**config.mk**
```make
export PLATFORM = sky130hd
export DESIGN_NAME = cv32e40p_fetch_queue
export DESIGN_NICKNAME = d
export VERILOG_FILES = /design/src/rtl/cv32e40p_fetch_queue.sv
export SDC_FILE = /design/constraint.sdc
export NUM_CORES = 1
export LEC_CHECK = 0
export CORE_ASPECT_RATIO = 0.5
export CORE_MARGIN = 1.5
export CORE_UTILIZATION = 40
export DETAILED_ROUTE_END_ITERATION = 10
export PLACE_DENSITY = 0.65
export SLEW_MARGIN = 20
export SYNTH_ARGS = -nofsm -noshare
export SYNTH_HDL_FRONTEND = slang
export SYNTH_SLANG_ARGS = --single-unit
export TNS_END_PERCENT = 1
```
**constraint.sdc**
```tcl
create_clock -name clk -period 13.45 [get_ports clk]
set_input_delay 2.69 -clock clk [delete_from_list [all_inputs] [get_ports clk]]
set_output_delay 2.69 -clock clk [all_outputs]
set_load 0.02 [all_outputs]
```
**src/rtl/cv32e40p_fetch_queue.sv**
```systemverilog
// Instruction fetch queue for the IF stage.
//
// Issues word-aligned OBI instruction requests with up to MAX_OUTSTANDING
// granted-but-unreturned transactions. Responses land in a FIFO_DEPTH-entry
// FIFO presented to the aligner through a valid/ready handshake. A branch
// flushes the FIFO, marks in-flight responses for discard and redirects
// fetch without disturbing an ungranted OBI request.
//
// Ports:
//   clk, rst                 clock, synchronous active-high reset
//   req_i                    fetching enabled
//   branch_i, branch_addr_i  single-cycle redirect and its target
//   fetch_valid_o/ready_i    head-of-FIFO handshake to the aligner
//   fetch_rdata_o/addr_o     head instruction word and its word address
//   fetch_err_o              head response carried a bus error
//   instr_req_o/addr_o/gnt_i OBI address phase
//   instr_rvalid_i/rdata_i/err_i  OBI response phase
//   busy_o                   request pending or response outstanding
module cv32e40p_fetch_queue #(
  parameter int unsigned FIFO_DEPTH      = 2,
  parameter int unsigned MAX_OUTSTANDING = 2
) (
  input  logic        clk,
  input  logic        rst,
  input  logic        req_i,
  input  logic        branch_i,
  input  logic [31:0] branch_addr_i,
  output logic        fetch_valid_o,
  input  logic        fetch_ready_i,
  output logic [31:0] fetch_rdata_o,
  output logic [31:0] fetch_addr_o,
  output logic        fetch_err_o,
  output logic        instr_req_o,
  output logic [31:0] instr_addr_o,
  input  logic        instr_gnt_i,
  input  logic        instr_rvalid_i,
  input  logic [31:0] instr_rdata_i,
  input  logic        instr_err_i,
  output logic        busy_o
);

  localparam int unsigned PW = (FIFO_DEPTH > 1) ? $clog2(FIFO_DEPTH) : 1;
  localparam int unsigned CW = $clog2(FIFO_DEPTH + 1);
  localparam int unsigned OW = $clog2(MAX_OUTSTANDING + 1);

  typedef enum logic [1:0] {StIdle, StReq, StBwait} state_e;

  state_e          r_state, w_state_d;
  logic [31:0]     r_addr, w_addr_d;        // address of the held (ungranted) request
  logic [31:0]     r_next_addr, w_next_addr_d;
  logic [31:0]     r_baddr, w_baddr_d;      // latched branch target
  logic            r_pend, w_pend_d;        // branch target still to be issued
  logic [OW-1:0]   r_cnt_out, w_cnt_out_d;
  logic [OW-1:0]   r_cnt_disc, w_cnt_disc_d;
  logic [CW-1:0]   r_fifo_cnt;
  logic [PW-1:0]   r_wptr, r_rptr;
  logic [31:0]     r_resp_addr;             // address of the next response to be kept
  logic [31:0]     r_data  [FIFO_DEPTH];
  logic [31:0]     r_faddr [FIFO_DEPTH];
  logic            r_err   [FIFO_DEPTH];
  logic            r_hold;
  logic [31:0]     r_hold_addr;

  logic [31:0]     w_target;
  logic [31:0]     w_req_addr;
  logic [31:0]     w_occ;
  logic            w_cnt_ok, w_credit;
  logic            w_gnt, w_gnt_old;
  logic            w_push, w_pop, w_drop;
  logic            w_unused_addr_bits;

  assign w_target           = {branch_addr_i[31:2], 2'b00};
  assign w_unused_addr_bits = ^branch_addr_i[1:0];

  assign fetch_valid_o = (r_fifo_cnt != '0);
  assign fetch_rdata_o = fetch_valid_o ? r_data[r_rptr]  : '0;
  assign fetch_addr_o  = fetch_valid_o ? r_faddr[r_rptr] : '0;
  assign fetch_err_o   = fetch_valid_o ? r_err[r_rptr]   : 1'b0;

  // A pop this cycle frees a slot before any new response can arrive, so it
  // counts towards credit; this is what sustains one word per cycle at depth 2.
  assign w_pop    = fetch_valid_o & fetch_ready_i & ~branch_i;
  assign w_occ    = 32'(r_cnt_out) - 32'(r_cnt_disc) + 32'(r_fifo_cnt) - 32'(w_pop);
  assign w_cnt_ok = (r_cnt_out < OW'(MAX_OUTSTANDING));
  assign w_credit = (w_occ < FIFO_DEPTH) && w_cnt_ok;

  assign w_gnt     = instr_req_o & instr_gnt_i;
  // Any grant outside IDLE belongs to a request issued before the branch.
  assign w_gnt_old = w_gnt & (r_state != StIdle);
  assign w_drop    = instr_rvalid_i & ~branch_i & (r_cnt_disc != '0);
  assign w_push    = instr_rvalid_i & ~branch_i & (r_cnt_disc == '0);

  assign instr_addr_o = w_req_addr;
  assign busy_o       = instr_req_o | (r_cnt_out != '0);

  always_comb begin
    instr_req_o   = 1'b0;
    w_req_addr    = r_next_addr;
    w_state_d     = r_state;
    w_addr_d      = r_addr;
    w_next_addr_d = r_next_addr;
    w_baddr_d     = r_baddr;
    w_pend_d      = r_pend;
    unique case (r_state)
      StIdle: begin
        if (branch_i) begin
          instr_req_o = w_cnt_ok;
          w_req_addr  = w_target;
          w_baddr_d   = w_target;
          w_pend_d    = ~w_cnt_ok;
        end else if (r_pend) begin
          instr_req_o = w_cnt_ok;
          w_req_addr  = r_baddr;
        end else begin
          instr_req_o = req_i & w_credit;
          w_req_addr  = r_next_addr;
        end
        if (instr_req_o) begin
          w_pend_d = 1'b0;
          if (instr_gnt_i) begin
            w_next_addr_d = w_req_addr + 32'd4;
          end else begin
            w_state_d = StReq;
            w_addr_d  = w_req_addr;
          end
        end
      end
      StReq: begin
        instr_req_o = 1'b1;
        w_req_addr  = r_addr;
        if (branch_i) begin
          w_baddr_d = w_target;
          if (instr_gnt_i) begin
            w_state_d = StIdle;
            w_pend_d  = 1'b1;
          end else begin
            w_state_d = StBwait;
          end
        end else if (instr_gnt_i) begin
          w_state_d     = StIdle;
          w_next_addr_d = r_addr + 32'd4;
        end
      end
      StBwait: begin
        // Old request must stay on the bus until granted; its response is dropped.
        instr_req_o = 1'b1;
        w_req_addr  = r_addr;
        if (branch_i) begin
          w_baddr_d = w_target;
        end
        if (instr_gnt_i) begin
          w_state_d = StIdle;
          w_pend_d  = 1'b1;
        end
      end
      default: begin
        w_state_d = StIdle;
      end
    endcase
  end

  always_comb begin
    w_cnt_out_d = r_cnt_out + OW'(w_gnt) - OW'(instr_rvalid_i);
    if (branch_i) begin
      w_cnt_disc_d = r_cnt_out + OW'(w_gnt_old) - OW'(instr_rvalid_i);
    end else begin
      w_cnt_disc_d = r_cnt_disc - OW'(w_drop) + OW'(w_gnt & (r_state == StBwait));
    end
  end

  function automatic logic [PW-1:0] ptr_inc(input logic [PW-1:0] ptr);
    return (ptr == PW'(FIFO_DEPTH - 1)) ? '0 : ptr + 1'b1;
  endfunction

  always_ff @(posedge clk) begin
    if (rst) begin
      r_state     <= StIdle;
      r_addr      <= '0;
      r_next_addr <= '0;
      r_baddr     <= '0;
      r_pend      <= 1'b0;
      r_cnt_out   <= '0;
      r_cnt_disc  <= '0;
      r_fifo_cnt  <= '0;
      r_wptr      <= '0;
      r_rptr      <= '0;
      r_resp_addr <= '0;
      r_hold      <= 1'b0;
      r_hold_addr <= '0;
    end else begin
      r_state     <= w_state_d;
      r_addr      <= w_addr_d;
      r_next_addr <= w_next_addr_d;
      r_baddr     <= w_baddr_d;
      r_pend      <= w_pend_d;
      r_cnt_out   <= w_cnt_out_d;
      r_cnt_disc  <= w_cnt_disc_d;
      r_hold      <= instr_req_o & ~instr_gnt_i;
      r_hold_addr <= instr_addr_o;
      if (branch_i) begin
        r_fifo_cnt  <= '0;
        r_wptr      <= '0;
        r_rptr      <= '0;
        r_resp_addr <= w_target;
      end else begin
        r_fifo_cnt <= r_fifo_cnt + CW'(w_push) - CW'(w_pop);
        if (w_push) begin
          r_wptr      <= ptr_inc(r_wptr);
          r_resp_addr <= r_resp_addr + 32'd4;
        end
        if (w_pop) begin
          r_rptr <= ptr_inc(r_rptr);
        end
      end
    end
  end

  always_ff @(posedge clk) begin
    if (w_push) begin
      r_data[r_wptr]  <= instr_rdata_i;
      r_faddr[r_wptr] <= r_resp_addr;
      r_err[r_wptr]   <= instr_err_i;
    end
  end

  always_ff @(posedge clk) begin
    if (!rst) begin
      assert (!(instr_rvalid_i && (r_cnt_out == '0)));
      assert (r_fifo_cnt <= CW'(FIFO_DEPTH));
      assert (!r_hold || (instr_req_o && (instr_addr_o == r_hold_addr)));
    end
  end

endmodule

```
== After elaboration in Yosys (flattened, before gate mapping) ==
Memory sizes are Yosys's and may differ from the RTL's. A register that Yosys moved wholly into a read port is not among the register bits.
Cells that the tools add are included.
W data, S select, Z words.

* Register bits: 137
* Memory bits (writable): 130
* Input bits: 72
* Output and inout bits: 100
* Word-level logic and storage cells: 113
* Memories kept: 3

* Add/subtract/negate cells: 16
* $lt $le $gt $ge: 2
* Equal/unequal tests: 9
* Mux-type cells: 40
* Bitwise operators: 13
* Reductions and logical operators: 18

{| class="wikitable"
|+ Memory list
! name !! words !! bits a word !! rd ports !! clocked after memory_dff !! wr ports !! RTL line !! text
|-
| r_data || 2 || 32 || 1 || 1 || 1 || 58 || <nowiki>logic [31:0] r_data [FIFO_DEPTH];</nowiki>
|-
| r_faddr || 2 || 32 || 1 || 1 || 1 || 59 || <nowiki>logic [31:0] r_faddr [FIFO_DEPTH];</nowiki>
|-
| r_err || 2 || 1 || 1 || 1 || 1 || 60 || <nowiki>logic r_err [FIFO_DEPTH];</nowiki>
|}

{| class="wikitable"
|+ Operators by type and width
! kind !! number
|-
| $mux W32 || 11
|-
| $pmux W32 S2 || 2
|-
| $add A32 B3 Y32 const B || 3
|-
| $lt A32 B2 Y1 const B || 1
|-
| $mux W1 || 18
|-
| $mux W2 || 6
|-
| $ne A2 B2 Y1 const B || 6
|-
| $reduce_bool A2 Y1 || 6
|-
| $and A1 B1 Y1 || 9
|-
| $add A2 B1 Y2 || 4
|-
| $sub A2 B1 Y2 || 4
|-
| $pmux W2 S3 || 1
|-
| $reduce_and A3 Y1 || 2
|-
| $reduce_and A5 Y1 || 1
|-
| $sub A4 B2 Y5 || 1
|-
| $add A3 B3 Y4 || 1
|-
| $logic_not A2 Y1 || 2
|-
| $reduce_and A2 Y1 || 2
|-
| $reduce_or A2 Y1 || 2
|-
| $ne A3 B3 Y1 const B || 1
|-
| $not A1 Y1 || 3
|-
| $pmux W1 S3 || 1
|-
| $reduce_bool A3 Y1 || 1
|-
| $reduce_or A3 Y1 || 1
|-
| 8 further kinds || 9
|}

== Depth between registers and ports, before layout ==
Gate-level depths: netlist of run 1.

* Depth in word-level cells: 16
* Gate-level depth with buffers: 22
* Gate-level depth less buffers: 22

== Worst setup path after synthesis of run 1 ==
No wires, ideal clock.

* Path kind: in2out
* From: in branch_i
* To: out busy_o
* Data arrival time: 5.709 ns
* Required time: 10.760 ns
* Slack: 5.051 ns
* Stages: 13
* Path buffers: 3
* Path through: buf_2 > inv_2 > buf_4 > clkbuf_1 > nand4_1 > fa_1 > fa_1 > nor4bb_1 > o21a_1 > a21oi_1 > nor3b_1 > o21ba_2 > or3_1

* Word-level cells in the longest chain between the ends: 11

{| class="wikitable"
|+ Ends and longest elaborated chain
! what !! RTL line !! text
|-
| from (decl) || 26 || <nowiki>input logic branch_i,</nowiki>
|-
| $not A1 Y1 || 82 || <nowiki>assign w_pop = fetch_valid_o & fetch_ready_i & ~branch_i;</nowiki>
|-
| $and A1 B1 Y1 || 82 ||
|-
| $sub A4 B2 Y5 || 83 || <nowiki>assign w_occ = 32'(r_cnt_out) - 32'(r_cnt_disc) + 32'(r_fifo_cnt) - 32'(w_pop);</nowiki>
|-
| $lt A32 B2 Y1 || 85 || <nowiki>assign w_credit = (w_occ < FIFO_DEPTH) && w_cnt_ok;</nowiki>
|-
| $logic_and A1 B1 Y1 || 85 ||
|-
| $and A1 B1 Y1 || 115 || <nowiki>instr_req_o = req_i & w_credit;</nowiki>
|-
| $mux W1 || 111 || <nowiki>end else if (r_pend) begin</nowiki>
|-
| $mux W1 * || 106 || <nowiki>if (branch_i) begin</nowiki>
|-
| $mux W1 * || 104 || <nowiki>unique case (r_state)</nowiki>
|-
| $pmux W1 S2 * || 104 ||
|-
| net instr_req_o || 33 || <nowiki>output logic instr_req_o,</nowiki>
|-
| $or A1 B1 Y1 * || 94 || <nowiki>assign busy_o = instr_req_o | (r_cnt_out != '0);</nowiki>
|-
| to (decl) || 39 || <nowiki>output logic busy_o</nowiki>
|}

The timed path passes the listed nets; every way through them passes the cells marked *. The select of a mux whose other input is x is not followed.

== Worst setup path in the final report of run 1 ==
* From: in branch_i
* To: out busy_o

* Word-level cells in the longest chain between the ends: 11

{| class="wikitable"
|+ Ends and longest elaborated chain
! what !! RTL line
|-
| $not A1 Y1 || 82
|-
| $and A1 B1 Y1 || 82
|-
| $sub A4 B2 Y5 || 83
|-
| $lt A32 B2 Y1 || 85
|-
| $logic_and A1 B1 Y1 || 85
|-
| $and A1 B1 Y1 || 115
|-
| $mux W1 || 111
|-
| $mux W1 * || 106
|-
| $mux W1 * || 104
|-
| $pmux W1 S2 * || 104
|-
| $or A1 B1 Y1 * || 94
|}

Every way passes the cells marked *; elsewhere a longest branch is shown, timed or not. The select of a mux whose other input is x is not followed.

==> impl_metrics.ini, run 1 <==
[clock_tree]
clkTransAtPathRegs_ns = 0.06
cts_buffers = 26
clk_latency_ns = 0.54
clk_path_buf_depth = 3
root_buffer = clkbuf_16
holdBufCountCts = 0
tritoncts = done
cts_resized = 0
clock-sinks = 262
cts_setup_buffers = 0
htreeDepth = 1

[global_routing]
antenna_found_initial = 2
grt_usage_pct = 21.0
gr-total-overflow = 0
grt_max_degree = 71
grt_pass1_vias = 10400
grt_pass1_wl_mm = 57.1

[synthesis]
yosysSeqAreaShare_pct = 49.3
ys_types = 76
postSynthAreaPerCell_um2 = 9.63
netlist_instances = 1371
synth_top_area_cell = edfxtp_1
synth_flop_cell = dfxtp_1
synth_seq_cells = 262
netlist_area_um2 = 13200
netlist.area_leader.share_pct = 28.7
synth_edf_count = 126
synthArstFlopShare_pct = 0
ys.warnings.count = 0
ys_top_cells_by_area = edfxtp_1, dfxtp_1, mux2i_1

[setup_path]
r2r_end = r_cnt_disc[1]$_SDFF_PP0_
cp.required_ns = 10.76
worstSetupStartpointType = primary input
r2r_start = r_cnt_disc[0]$_SDFF_PP0_
critPathMaxFanout = 50
worst-setup-path-type = primary input to primary output
ff2ff_path_depth = 21
r2r_setup_slack_ns = 8.81
end_kind = primary output
arrival_ns = 6.73

[place]
placed_area_um2 = 15100
dp_hpwl_mm = 24.1
post-place-ws_ns = 4.09
place_inst = 1894
place_congestion = 0.872
port_buffers = 167

[timing]
tightest_slew_ns = 1.11
period_share_pct = 70.0
layout_setup_ws_ns = 4.03
hold_viol = 0
rsz0062_at_grt = false
final_max_slew_viol_count = 0
setup_viol = 0
slew_headroom_pct = 25.9
clock_skew_ns = 0.0145
setup_tns_ns = 0
max_clock_freq_mhz = 106
timing.final.crit_period_ns = 9.42

[die]
fp.dieH_um = 131
initial_core_util_pct = 41.2
core_um2 = 32100
io_pins = 172
die_x_um = 260
fp-row-count = 46
die-area_um2 = 34200

[layout]
fill_cells = 2894
design_area_um2 = 16000
final_cells = 1941
fin_util_pct = 49.9
fin_nets = 1582
area_growth_pct = 21.2
layout-drive-gt1-share_pct = 6.83

[flow_run]
cap_viol_max_count = 0

[detailed_routing]
dr.pass1.iters = 6
vias = 10900
viasPerCell = 5.63
ant_nets = 0
drt_iter0_markers = 1187
wl_per_cell_um = 19.0
drc_errors = 0
wirelength_mm = 36.9

[worst_hold_path]
min_to = r_baddr[23]$_SDFFE_PP0P_
hp-start = r_baddr[23]$_SDFFE_PP0P_
min_path_type = flip-flop to flip-flop
min_path_cells = 2

[outcome]
status = completed

[power_and_ir_drop]
powerDensity_nw_per_um2 = 153
p_leak_nw = 5.43
vdd_drop_max_mv = 0.0862
cell usage after synthesis (all sizes together), types with 6 or more instances:
cell / count
nand2: 205
nor2: 145
dfxtp: 136
mux2i: 135
edfxtp: 126
o21ai: 90
a21oi: 79
clkbuf: 68
nand3: 37
a22oi: 31
buf: 26
inv: 22
xnor2: 20
ha: 17
nor3: 17
nand4: 15
mux2: 14
nor4: 14
and2: 12
o21a: 12
nor2b: 10
xor2: 10
a31oi: 9
and3: 8
nand2b: 8
o211ai: 7
o31ai: 7
or3: 6
sequential cells by signal, summed over array words and instances (netlist names), named ones only:
register and count:
r_data 64, r_state 2, r_err 2, r_rptr 1, r_faddr 60, r_cnt_disc 2
r_addr 32, r_pend 1, r_resp_addr 30, r_next_addr 32, r_cnt_out 2, r_wptr 1
r_fifo_cnt 2, r_baddr 30
logic make-up (layout without fill, tap and decap cells):
family                     after synthesis  in the layout  synth area share [%]
buffers and inverters                  116            252                  3.88
muxes                                  149            149                  11.4
other                                    1              3                0.0284
and+or+nand+nor                        498            498                  17.1
DFF                                    262            262                  49.3
adders and majority gates               20             20                  2.07
xor gates and xnor gates                30             30                  1.99
AOI/OAI and AO/OA                      295            295                  14.2
final cells by class:
class	instances	area (um2)	share of cell area, %
sequential	262	6510	40.7
multi-input combinational	994	6220	38.9
timing repair buffer	184	1790	11.2
clock buffer	41	828	5.18
tap	432	541	3.38
inverter	22	82.6	0.516
clock inverter	5	26.3	0.164
antenna	1	2.50	0.0156
power by group:
group | internal, mW | switching, mW | total, mW
Clock | 0.420 | 0.307 | 0.727
Combinational | 0.290 | 0.441 | 0.731
Sequential | 0.917 | 0.0682 | 0.985
critical path: stages:
cell,delay (ns)
buf_2,0.09
buf_4,0.28
inv_2,0.58
nand4_1,0.28
fa_1,0.49
fa_1,0.51
nor4bb_1,0.06
o21a_1,0.13
a21oi_1,0.40
nor3b_1,0.10
o21ba_2,0.24
or3_1,0.30
clkdlybuf4s50_1,0.55
cell usage in the layout, fill, tap and decap left out, drive strengths merged, types with 15 or more instances in the layout:
master	instances
nor3	17
buf	19
nand3	37
clkdlybuf4s50	165
clkbuf	41
dfxtp	136
nand4	15
ha	17
edfxtp	126
o21ai	90
a21oi	79
nor2	145
a22oi	31
mux2i	135
inv	22
xnor2	20
nand2	205
stage by stage:
stage | total power [mW] | hold WS, ns
global placement | 1.70 | 0.439
finish | 2.44 | 0.460
global route | 2.56 | 0.476
floorplan | 1.48 | 0.433
detailed placement | 1.72 | 0.450
CTS | 2.45 | 0.458
metal layers:
layer | vias to the layer above | GRT usage, % | share of wire, %
met5 | - | 0 | 0.033
met4 | 2 | 7.33 | 3.1
met3 | 76 | 4.28 | 6.7
met2 | 396 | 33.2 | 46
met1 | 5269 | 28.3 | 44
li1 | 5184 | - | -
worst max-delay path by stage:
stage / start / to / slack [ns]
floorplan: branch_i / busy_o / 5.05
global placement: branch_i / busy_o / 4.20
detailed placement: branch_i / busy_o / 4.09
CTS: branch_i / busy_o / 4.08
global route: branch_i / busy_o / 3.85
finish: branch_i / busy_o / 4.03
(Power assumes the default switching activity.)
==> inputs of run 2 (changes only) <==
Clock period 13.45 ns to 8.95 ns, I/O delays scaled along.
==> impl_metrics.ini, run 2 (synthesis gave the netlist of run 1 again) <==
[setup_path]
r2r_end = r_cnt_disc[1]$_SDFF_PP0_
crit_start = branch_i
end_kind = primary output
ff2ff_path_depth = 19
critPathSlowestCell = clkdlybuf4s50_1
crit_top_cell = fa_1
r2r_setup_slack_ns = 4.28
cp_cell_sequence = buf_2 > buf_4 > nor2b_1 > xnor2_1 > and2_1 > fa_1 > fa_1 > nor4bb_1 > o21a_1 > a21oi_1 > nor3b_1 > o21ba_2 > or3_1 > clkdlybuf4s50_1
r2r_start = r_cnt_out[1]$_SDFF_PP0_
cp.required_ns = 7.16
crit_family = buffers and inverters
cpPeakStageDelay_ns = 0.54
critPathMaxFanout = 49
worst-setup-path-type = primary input to primary output
arrival_ns = 5.45
crit_buf_inv = 3
worstSetupStartpointType = primary input

[timing]
max_clock_freq_mhz = 138
period_share_pct = 80.8
fin_hold_ws_ns = 0.457
setup_tns_ns = 0
hold_viol = 0
layout_setup_ws_ns = 1.71
setup_viol = 0
tightest_slew_ns = 1.19
slew_headroom_pct = 20.8
final_max_slew_viol_count = 0
timing.final.crit_period_ns = 7.24
clock_skew_ns = 0.0103
rsz0062_at_grt = false

[power_and_ir_drop]
p_leak_nw = 5.46
clkPwrFrac_pct = 31.8
intPower_mw = 2.52
finalPower_mw = 3.77
power_switching_mw = 1.25
vdd_drop_max_mv = 0.158
p_sw_share_pct = 33.1
powerDensity_nw_per_um2 = 234
combPwrFrac_pct = 28.5
p_seq_share_pct = 39.7

[place]
post-place-ws_ns = 1.71
place_inst = 1893
dp_hpwl_mm = 23.6
place_congestion = 0.867
placed_area_um2 = 15100
port_buffers = 167

[layout]
final-seq-area_um2 = 6510
layout_commonest_cell = nand2_1
layout-drive-gt1-share_pct = 7.02
final_cells = 1943
fill_cells = 2923
multi_input_area_um2 = 6220
diodes = 0
final_cell_mix = nand2_1, clkdlybuf4s50_1, nor2_1, mux2i_1, dfxtp_1
layout_top_registers = r_data (64), r_faddr (60)
design_area_um2 = 16100
largest-register = r_data
largest_reg_flops = 64
area_growth_pct = 21.8
fin_util_pct = 50.2
fin_nets = 1582

[clock_tree]
root_buffer = clkbuf_16
clkTransAtPathRegs_ns = 0.06
clock-sinks = 262
holdBufCountCts = 0
tritoncts = done
cts_buffers = 27
clk_latency_ns = 0.55
cts_setup_buffers = 0
cts_resized = 0
clk_path_buf_depth = 3
htreeDepth = 1

[detailed_routing]
drc_errors = 0
ant_nets = 0
vias = 10800
viasPerCell = 5.58
wirelength_mm = 36.4
drt_iter0_markers = 1102
dr.pass1.iters = 6
wl_per_cell_um = 18.7

[die]
fp-row-count = 46
io_pins = 172
initial_core_util_pct = 41.2
core_um2 = 32100
die-area_um2 = 34200
fp.dieH_um = 131
die_x_um = 260

[worst_hold_path]
min_path_cells = 2
min_path_type = flip-flop to flip-flop
hp-start = r_baddr[13]$_SDFFE_PP0P_
min_to = r_baddr[13]$_SDFFE_PP0P_

[global_routing]
antenna_found_initial = 0
grt_max_degree = 86
gr-total-overflow = 0
grt_pass1_vias = 10400
grt_pass1_wl_mm = 56.9
grt_usage_pct = 20.7

[flow_run]
cap_viol_max_count = 0

[outcome]
status = completed
==> run 2: how the worst max path moves through the flow <==
| stage | endpoint | slack [ns] | depth (start not counted) |
|---|---|---|---|
| floorplan | busy_o | 2.35 | 13 |
| global placement | busy_o | 1.80 | 14 |
| detailed placement | busy_o | 1.71 | 14 |
| CTS | busy_o | 1.71 | 14 |
| global route | busy_o | 1.48 | 14 |
| finish | busy_o | 1.71 | 14 |
==> run 2: final cells by class <==
type,instances,share of cell area [%]
Sequential cell,262,40.5
Multi-Input combinational cell,994,38.7
Timing Repair Buffer,183,11.1
Clock buffer,35,4.64
Tap cell,432,3.36
Clock inverter,15,1.25
Inverter,22,0.513
==> run 2: worst register-to-register path: cells and delay by family, from the launching register on <==
kind | cells | cell delay, ns
buf+inv | 3 | 0.15
simple gates | 4 | 0.71
fa+ha+maj | 6 | 2.21
flops | 1 | 0.47
xor+xnor | 2 | 0.25
compound gates | 4 | 0.73
==> run 2: routing by layer <==
| layer | vias up | part of all wire [%] | global-route usage (%) |
|---|---|---|---|
| met5 | - | 0 | 0 |
| met4 | 0 | 2.7 | 6.59 |
| met3 | 66 | 6.7 | 3.43 |
| met2 | 385 | 45 | 33.2 |
| met1 | 5198 | 45 | 28.5 |
| li1 | 5192 | - | - |
==> run 2: power by group through the flow <==
stage	Sequential (mW)	Combinational [mW]	Clock, mW
after global placement	1.51	1.04	0
after detailed placement	1.52	1.06	0
after CTS	1.49	1.07	1.22
final	1.50	1.07	1.20
after global routing	1.51	1.16	1.27
after floorplan	1.46	0.756	0
==> inputs of run 3 (changes only) <==
Clock period 8.95 ns to 7.3 ns, I/O delays scaled along.
==> impl_metrics.ini, run 3 (synthesis gave the netlist of run 1 again) <==
[layout]
diodes = 0
largest-register = r_data
fin_nets = 1582
final_cell_mix = nand2_1, clkdlybuf4s50_1, nor2_1, mux2i_1, dfxtp_1
area_growth_pct = 21.1
final_cells = 1941
layout-drive-gt1-share_pct = 6.43
layout_commonest_cell = nand2_1
largest_reg_flops = 64
fin_util_pct = 49.9
design_area_um2 = 16000
layout_top_registers = r_data (64), r_faddr (60)

[flow_run]
cap_viol_max_count = 0

[timing]
slew_headroom_pct = 37.7
clock_skew_ns = 0.0209
timing.final.crit_period_ns = 6.54
layout_setup_ws_ns = 0.764
period_share_pct = 89.5
rsz0062_at_grt = false
setup_viol = 0
fin_hold_ws_ns = 0.457
setup_tns_ns = 0
tightest_slew_ns = 0.935
hold_viol = 0
max_clock_freq_mhz = 153
final_max_slew_viol_count = 0

[die]
io_pins = 172
fp.dieH_um = 131
fp-row-count = 46
initial_core_util_pct = 41.2
die-area_um2 = 34200
die_x_um = 260
core_um2 = 32100

[detailed_routing]
viasPerCell = 5.58
drc_errors = 0
ant_nets = 0
drt_iter0_markers = 1045
vias = 10800
wirelength_mm = 36.6
dr.pass1.iters = 5
wl_per_cell_um = 18.9

[global_routing]
gr-total-overflow = 0
grt_pass1_wl_mm = 57.2
grt_pass1_vias = 10200
antenna_found_initial = 0
grt_max_degree = 81
grt_usage_pct = 21.0

[setup_path]
r2r_start = r_cnt_disc[0]$_SDFF_PP0_
cp.required_ns = 5.84
worst-setup-path-type = primary input to primary output
ff2ff_path_depth = 21
r2r_end = r_cnt_disc[1]$_SDFF_PP0_
r2r_setup_slack_ns = 2.72
critPathMaxFanout = 6
worstSetupStartpointType = primary input
arrival_ns = 5.08
cp_cell_sequence = clkdlybuf4s50_1 > nor2b_1 > xnor2_1 > and2_1 > fa_1 > fa_1 > nor4bb_1 > o21a_1 > a21oi_1 > nor3b_1 > o21ba_2 > or3_1 > clkdlybuf4s50_1
cpPeakStageDelay_ns = 0.55
end_kind = primary output
critPathSlowestCell = clkdlybuf4s50_1

[clock_tree]
root_buffer = clkbuf_16
clock-sinks = 262
cts_buffers = 26
cts_resized = 0
htreeDepth = 1
clk_path_buf_depth = 3
clk_latency_ns = 0.55
cts_setup_buffers = 0
clkTransAtPathRegs_ns = 0.06
tritoncts = done
holdBufCountCts = 0

[power_and_ir_drop]
finalPower_mw = 4.47
powerDensity_nw_per_um2 = 280
p_leak_nw = 5.40
vdd_drop_max_mv = 0.166

[place]
placed_area_um2 = 15100
dp_hpwl_mm = 23.9
post-place-ws_ns = 0.757
place_inst = 1893
place_congestion = 0.883
port_buffers = 167

[outcome]
status = completed

[worst_hold_path]
min_path_type = flip-flop to flip-flop
min_to = r_baddr[13]$_SDFFE_PP0P_
min_path_cells = 2
hp-start = r_baddr[13]$_SDFFE_PP0P_
[run 3: layer usage]
metal | up-vias | track usage [%] | wire length (um)
li1 | 5184 | - | -
met5 | - | 0 | 0
met1 | 5214 | 29.2 | 16500
met3 | 53 | 3.34 | 2270
met2 | 385 | 33.7 | 17100
met4 | 0 | 5.72 | 799
[run 3: worst max-delay path by stage]
stage                        end           from  slack (ns)  depth (start not counted)
final                     busy_o  fetch_ready_i        0.76                         13
after floorplan           busy_o       branch_i        1.36                         13
after detailed placement  busy_o  fetch_ready_i        0.76                         13
after global routing      busy_o  fetch_ready_i        0.54                         13
after CTS                 busy_o  fetch_ready_i        0.76                         13
after global placement    busy_o  fetch_ready_i        0.88                         13
[run 3: layout make-up]
cell class,count,area [um2]
well taps,432,541
repair buffers,184,1810
fillers,2894,16100
multi-input cells,994,6220
clock inverters,5,53.8
inverters,22,82.6
clock buffers,42,772
flip-flops and latches,262,6510
[run 3: where the power goes]
part           internal [mW]  total, mW  switching (mW)
sequential              1.69       1.84           0.147
combinational          0.532       1.31           0.781
clock                  0.756       1.32           0.567
[run 3: critical path, delay by kind of cell]
| family | cells | cell delay, ns |
|---|---|---|
| AND/OR/NAND/NOR | 5 | 0.80 |
| buffers and inverters | 2 | 1.06 |
| AO/OA/AOI/OAI | 3 | 0.79 |
| XOR/XNOR | 1 | 0.10 |
| adder cells (fa/ha/maj) | 2 | 0.87 |
